### src/rtl/matrix_scan_pkg.sv
// Shared types and helpers for the LED matrix scan controller.
// Mode encoding and the index-width function used by ports and counters.
package matrix_scan_pkg;

  typedef enum logic {
    MODE_WALK = 1'b0,
    MODE_DISP = 1'b1
  } mode_e;

  function automatic int idx_w(input int n);
    return (n < 2) ? 1 : $clog2(n);
  endfunction

endpackage

### src/rtl/matrix_scanner_onehot_dec.sv
// Index to one-hot decoder; all-zero when disabled.
// An index at or beyond N shifts out and also yields all-zero.
module onehot_dec
  import matrix_scan_pkg::*;
#(
  parameter int N = 2
) (
  input  logic [idx_w(N)-1:0] idx,
  input  logic                en,
  output logic [N-1:0]        onehot
);

  // Shift a single set bit into position when enabled
  always_comb begin
    onehot = '0;
    if (en) onehot = N'(1) << idx;
  end

endmodule

### src/rtl/matrix_scanner.sv
// ROWSxCOLS LED matrix scanner: dot-walk or double-buffered display.
// All outputs are registered from next-state on the index edge.
module matrix_scanner
  import matrix_scan_pkg::*;
#(
  parameter int ROWS       = 5,
  parameter int COLS       = 7,
  parameter int STEP_DIV   = 8388608,
  parameter int SCAN_DIV   = 50000,
  parameter bit ACTIVE_LOW = 1'b0
) (
  input  logic                   CLOCK_50,
  input  logic                   rst,
  input  logic                   en,
  input  logic                   mode,
  input  logic                   wr_en,
  input  logic [idx_w(ROWS)-1:0] wr_row,
  input  logic [COLS-1:0]        wr_data,
  input  logic                   commit,
  output logic                   commit_pending,
  output logic                   frame_start,
  output logic [ROWS-1:0]        row,
  output logic [COLS-1:0]        column
);

  localparam int RW = idx_w(ROWS);
  localparam int CW = idx_w(COLS);
  localparam int DMAX = (STEP_DIV > SCAN_DIV) ? STEP_DIV : SCAN_DIV;
  localparam int PW = idx_w(DMAX);

  localparam logic [RW-1:0] ROW_LAST  = RW'(ROWS - 1);
  localparam logic [CW-1:0] COL_LAST  = CW'(COLS - 1);
  localparam logic [PW-1:0] STEP_LAST = PW'(STEP_DIV - 1);
  localparam logic [PW-1:0] SCAN_LAST = PW'(SCAN_DIV - 1);

  localparam logic [ROWS-1:0] ROW_POL = ACTIVE_LOW ? '1 : '0;
  localparam logic [COLS-1:0] COL_POL = ACTIVE_LOW ? '1 : '0;

  logic [PW-1:0]   pc;
  logic [RW-1:0]   row_idx;
  logic [CW-1:0]   col_idx;
  logic            en_q;
  mode_e           mode_q;
  logic [COLS-1:0] shadow [ROWS];
  logic [COLS-1:0] front  [ROWS];

  logic [PW-1:0]   pc_last;
  logic [PW-1:0]   pc_nxt;
  logic [RW-1:0]   row_ok;
  logic [RW-1:0]   row_nxt;
  logic [CW-1:0]   col_ok;
  logic [CW-1:0]   col_nxt;
  logic            restart;
  logic            tick;
  logic            boundary;
  logic            copy;
  logic            pend_nxt;
  logic            fs_nxt;
  logic            walk_en;
  logic [ROWS-1:0] row_oh;
  logic [COLS-1:0] col_oh;
  logic [COLS-1:0] disp_col;
  logic [COLS-1:0] col_out;

  // Next-state for prescaler, scan indices, frame boundary and commit
  always_comb begin
    pc_last  = (mode == MODE_DISP) ? SCAN_LAST : STEP_LAST;
    restart  = en && (!en_q || (mode_e'(mode) != mode_q));
    row_ok   = (row_idx > ROW_LAST) ? '0 : row_idx;
    col_ok   = (col_idx > COL_LAST) ? '0 : col_idx;
    tick     = en && !restart && (pc == pc_last);
    pc_nxt   = '0;
    row_nxt  = row_ok;
    col_nxt  = col_ok;
    boundary = 1'b0;
    if (en && !restart && (pc < pc_last)) pc_nxt = pc + 1'b1;
    if (!en || restart) begin
      row_nxt = '0;
      col_nxt = '0;
    end else if (mode == MODE_DISP) begin
      col_nxt = '0;
      if (tick) begin
        if (row_ok == ROW_LAST) begin
          row_nxt  = '0;
          boundary = 1'b1;
        end else begin
          row_nxt = row_ok + 1'b1;
        end
      end
    end else if (tick) begin
      if (col_ok == COL_LAST) begin
        col_nxt = '0;
        if (row_ok == ROW_LAST) begin
          row_nxt  = '0;
          boundary = 1'b1;
        end else begin
          row_nxt = row_ok + 1'b1;
        end
      end else begin
        col_nxt = col_ok + 1'b1;
      end
    end
    copy     = (commit_pending || commit) && (boundary || !en);
    pend_nxt = (commit_pending || commit) && !copy;
    fs_nxt   = restart || boundary;
  end

  assign walk_en = en && (mode == MODE_WALK);

  onehot_dec #(.N(ROWS)) u_row_dec (
    .idx    (row_nxt),
    .en     (en),
    .onehot (row_oh)
  );

  onehot_dec #(.N(COLS)) u_col_dec (
    .idx    (col_nxt),
    .en     (walk_en),
    .onehot (col_oh)
  );

  // Display column comes from the front buffer as it will be after this edge
  always_comb begin
    disp_col = copy ? shadow[row_nxt] : front[row_nxt];
    col_out  = '0;
    if (walk_en) col_out = col_oh;
    else if (en) col_out = disp_col;
  end

  // Scan state, buffers and registered outputs
  always_ff @(posedge CLOCK_50) begin
    if (rst) begin
      pc             <= '0;
      row_idx        <= '0;
      col_idx        <= '0;
      en_q           <= 1'b0;
      mode_q         <= MODE_WALK;
      commit_pending <= 1'b0;
      frame_start    <= 1'b0;
      row            <= ROW_POL;
      column         <= COL_POL;
      for (int i = 0; i < ROWS; i++) begin
        shadow[i] <= '0;
        front[i]  <= '0;
      end
    end else begin
      pc             <= pc_nxt;
      row_idx        <= row_nxt;
      col_idx        <= col_nxt;
      en_q           <= en;
      mode_q         <= mode_e'(mode);
      commit_pending <= pend_nxt;
      frame_start    <= fs_nxt;
      row            <= row_oh ^ ROW_POL;
      column         <= col_out ^ COL_POL;
      if (copy) begin
        for (int i = 0; i < ROWS; i++) front[i] <= shadow[i];
      end
      if (wr_en && (wr_row <= ROW_LAST)) shadow[wr_row] <= wr_data;
    end
  end

endmodule
### config.mk
export PLATFORM = sky130hd
export DESIGN_NAME = matrix_scanner
export DESIGN_NICKNAME = d
export VERILOG_FILES = /design/src/rtl/matrix_scan_pkg.sv /design/src/rtl/matrix_scanner_onehot_dec.sv /design/src/rtl/matrix_scanner.sv
export SDC_FILE = /design/constraint.sdc
export NUM_CORES = 1
export LEC_CHECK = 0
export BUFFER_PORTS_ARGS = -buffer_cell sky130_fd_sc_hd__buf_4
export CAP_MARGIN = 25
export CORE_MARGIN = 4
export CORE_UTILIZATION = 45
export DETAILED_ROUTE_END_ITERATION = 10
export PLACE_DENSITY = 0.71
export SLEW_MARGIN = 0
export SYNTH_ARGS = -nofsm -noshare
export SYNTH_HDL_FRONTEND = slang
export SYNTH_HIERARCHICAL = 1
export SYNTH_SLANG_ARGS = --single-unit
### constraint.sdc
create_clock -name CLOCK_50 -period 2.9 [get_ports CLOCK_50]
set_input_delay 0.29 -clock CLOCK_50 [delete_from_list [all_inputs] [get_ports CLOCK_50]]
set_output_delay 0.29 -clock CLOCK_50 [all_outputs]
set_load 0.005 [all_outputs]
==> impl_metrics.env <==
export IMPL_first_global_vias=4166
export IMPL_die_x_um=120.6
export IMPL_ir_worst_vdd_mv=0.3963
export IMPL_hold_viol=0
export IMPL_post_synth_num_cell_types=62
export IMPL_synth_top_family_by_area="simple AND/OR/NAND/NOR gates"
export IMPL_synth_simple_area_share_pct=23.94
export IMPL_drtAntennaViolNets=0
export IMPL_clock_path_buffers=2
export IMPL_via_per_inst=5.336
export IMPL_drt_pre_antenna_iters=5
export IMPL_hp_class="in -> reg"
export IMPL_yosysTopAreaCell="edfxtp_1"
export IMPL_power_density_nw_per_um2=568.5
export IMPL_synthesis_nets=545
export IMPL_start_util_pct=46.69
export IMPL_p_int_w=0.003175
export IMPL_ios=30
export IMPL_synth_compound_area_share_pct=9.546
export IMPL_crit_path_start="pc[18]$_SDFF_PP0_"
export IMPL_cp_max_fo=8
export IMPL_place_gp_congestion=0.8458
export IMPL_cts_root_buf="clkbuf_16"
export IMPL_synthCells=510
export IMPL_synth_async_sr_flop_share_pct=0
export IMPL_groute_usage_overall_pct=18.57
export IMPL_synth_mux_area_share_pct=1.602
export IMPL_violations="negative setup slack"
export IMPL_nNetsFinal=629
export IMPL_worst_slack_ns=-0.1051
export IMPL_post_route_util_pct=58.97
export IMPL_dpl_hpwl_mm=8.856
export IMPL_grt_max_degree=36
export IMPL_die_area_um2=14540
export IMPL_period_needed_ns=3.005
export IMPL_htreeDepth=4
export IMPL_worstPathRequired_ns=3.23
export IMPL_p_switching_w=0.0009185
export IMPL_areaGrowthSynthToFinish_pct=26.29
export IMPL_antenna_found_initial=0
export IMPL_synth_top_area_share_pct=36.87
export IMPL_clk_latency_ns=0.42
export IMPL_ys_top_cells_by_area="edfxtp_1, dfxtp_1, and2_1"
export IMPL_cts_tree="yes"
export IMPL_end_kind="flop"
export IMPL_n_antenna_cell=0
export IMPL_worst_hold_startpoint="commit"
export IMPL_synth_warnings=6
export IMPL_cts_clk_slew_worst_paths_ns=0.05
export IMPL_drc=0
export IMPL_power_frac_seq_pct=44.9
export IMPL_drv_cap=0
export IMPL_cts_sinks=115
export IMPL_cts_made_buffers=17
export IMPL_slew_violations=0
export IMPL_drtIter0Drc=243
export IMPL_maxSlewHeadroom_pct=64.59
export IMPL_synth_adder_area_share_pct=4.169
export IMPL_ctsHoldBuffers=0
export IMPL_synthXorXnorAreaFrac_pct=3.533
export IMPL_wire_per_inst_um=16.21
export IMPL_reg2reg_from="pc[18]$_SDFF_PP0_"
export IMPL_power_leakage_nw=2.732
export IMPL_avgSynthCellArea_um2=11.18
export IMPL_syn_cell_area_um2=5702
export IMPL_port_buffers=29
export IMPL_fmax_mhz=332.8
export IMPL_critical_path_class="reg -> reg"
export IMPL_grt_overflow_total=0
export IMPL_grt_setup_unrepaired="yes"
export IMPL_rows=40
export IMPL_arrival_ns=3.33
export IMPL_ys_ff_latch=115
export IMPL_synth_edf_count=70
export IMPL_fin_crit_sh_pct=103.6
export IMPL_swShare_pct=22.44
export IMPL_drive_above_1_share_pct=28.38
export IMPL_core_area_um2=12210
export IMPL_fin_tns_setup_ns=-0.4802
export IMPL_die_h_um=120.6
export IMPL_drt_wl_total_mm=12.55
export IMPL_synthFlopType="edfxtp_1"
export IMPL_clock_skew_ns=0.007062
export IMPL_fill_cells=1014
export IMPL_num_vias=4130
export IMPL_seq_area_frac_synth_pct=52.67
export IMPL_tightestPinTransition_ns=0.5301
export IMPL_p_comb_share_pct=5.4
export IMPL_setup_viol=7
export IMPL_outcome="finished, violations left"
export IMPL_grt_pass1_wl_mm=21.02
export IMPL_start_kind="flop"
export IMPL_pwr_share_clk_pct=49.7
[area by class of cell]
class	count	area [µm²]	share of cell area, %
Sequential cell	115	3005	41.74
Multi-Input combinational cell	346	2606	36.19
Timing Repair Buffer	87	695.7	9.661
Clock buffer	17	425.4	5.908
Tap cell	168	210.2	2.919
Clock inverter	14	156.4	2.172
Inverter	27	101.3	1.407
[flip-flops by register name, summed over array words and instances (netlist names)]
register / cells
row_idx: 3
pc: 23
col_idx: 3
front: 35
frame_start: 1
shadow: 35
column: 7
row: 5
mode_q: 1
commit_pending: 1
en_q: 1
[Yosys cell counts (all sizes together), types with 2 or more instances]
| library cell | number |
|---|---|
| nand3 | 16 |
| dfxtp | 45 |
| or2 | 5 |
| ha | 19 |
| nor2b | 11 |
| buf | 9 |
| xor2 | 12 |
| xnor2 | 11 |
| inv | 26 |
| nor3 | 8 |
| o21ai | 11 |
| clkbuf | 13 |
| a31oi | 16 |
| nor4 | 6 |
| or2b | 2 |
| a221oi | 7 |
| and4b | 4 |
| nand2b | 3 |
| or3 | 2 |
| and2 | 74 |
| and4bb | 7 |
| a21o | 2 |
| nand4 | 11 |
| nand2 | 11 |
| nand3b | 7 |
| o31ai | 8 |
| a21oi | 4 |
| edfxtp | 70 |
| nor2 | 42 |
| a211oi | 16 |
| and3 | 6 |
| mux2i | 8 |
| nor4b | 4 |
[worst max-delay path, stage by stage, from the launching register on]
cell and delay [ns]:
dfxtp_2 0.34, ha_4 0.28, nand4_4 0.10, or4_4 0.55, nor4_4 0.24, buf_4 0.17
nand4_1 0.09, nand4b_1 0.24, nor2_2 0.07, buf_6 0.14, buf_4 0.13, nor4b_4 0.28
o21ai_2 0.08, a221oi_2 0.20
[layer usage]
| layer | track usage [%] | vias up | wire [µm] |
|---|---|---|---|
| met2 | 30.32 | 102 | 6134 |
| li1 | - | 2018 | - |
| met4 | 6.657 | 0 | 239 |
| met5 | 0 | - | 0 |
| met3 | 5.426 | 21 | 614 |
| met1 | 23.50 | 1989 | 5558 |
[power groups by stage]
stage / registers (W) / logic [W] / clock network (W)
after floorplan: 0.00186 / 0.000110 / 0
after global placement: 0.00187 / 0.000200 / 0
after detailed placement: 0.00187 / 0.000207 / 0
after CTS: 0.00184 / 0.000212 / 0.00207
after global routing: 0.00185 / 0.000242 / 0.00215
final: 0.00184 / 0.000219 / 0.00203
[final timing paths]
| kind | endpoint | slack [ns] | depth (start not counted) |
|---|---|---|---|
| worst min register to register | front[4][1]$_SDFFCE_PN0P_ | 0.51 | 1 |
| worst max-delay path | column[0]$_SDFF_PP0_ | -0.11 | 13 |
| worst max register to register | column[0]$_SDFF_PP0_ | -0.11 | 13 |
| worst min-delay path | commit_pending$_SDFF_PP0_ | 0.14 | 2 |
[stage by stage]
stage	instances	hold slack (ns)	power (W)	worst slack [ns]	instance area [µm²]
after global routing	774	0.1379	0.004240	-0.2871	7201
after global placement	738	0.5042	0.002072	-0.2261	6410
final	774	0.1371	0.004093	-0.1051	7201
after detailed placement	738	0.5033	0.002081	-0.3932	6410
after CTS	770	0.1148	0.004121	-0.01648	7092
after floorplan	510	0.4305	0.001972	0.005434	5704
[cells in the final DEF, fill, tap and decap left out, types with 8 or more instances in the layout]
| cell | synthesis | final |
|---|---|---|
| xor2_1 | 12 | 12 |
| edfxtp_1 | 70 | 70 |
| and2_1 | 72 | 74 |
| nor2b_1 | 11 | 11 |
| clkbuf_16 | 0 | 17 |
| inv_1 | 26 | 26 |
| nand4_1 | 10 | 10 |
| nand2_1 | 11 | 10 |
| ha_1 | 19 | 15 |
| o21ai_0 | 10 | 9 |
| xnor2_1 | 11 | 11 |
| nand3_1 | 15 | 14 |
| buf_4 | 1 | 81 |
| nor2_1 | 41 | 39 |
| dfxtp_1 | 45 | 43 |
| mux2i_1 | 8 | 8 |
| a211oi_1 | 16 | 13 |
| a31oi_1 | 16 | 16 |
[timing repair]
action                                  4_1_cts  5_1_grt
endpoints found under the setup margin       10       11
buffers inserted                              0        4
pin swaps                                     8        7
gates cloned                                  1        0
gates resized for setup                      16       16
[kinds of logic after synthesis]
family	after synthesis
simple gates	222
flops	115
compound gates	73
buf+inv	49
xor+xnor	23
fa+ha+maj	19
mux	9
No activity file was read; power rests on OpenSTA's default activity.
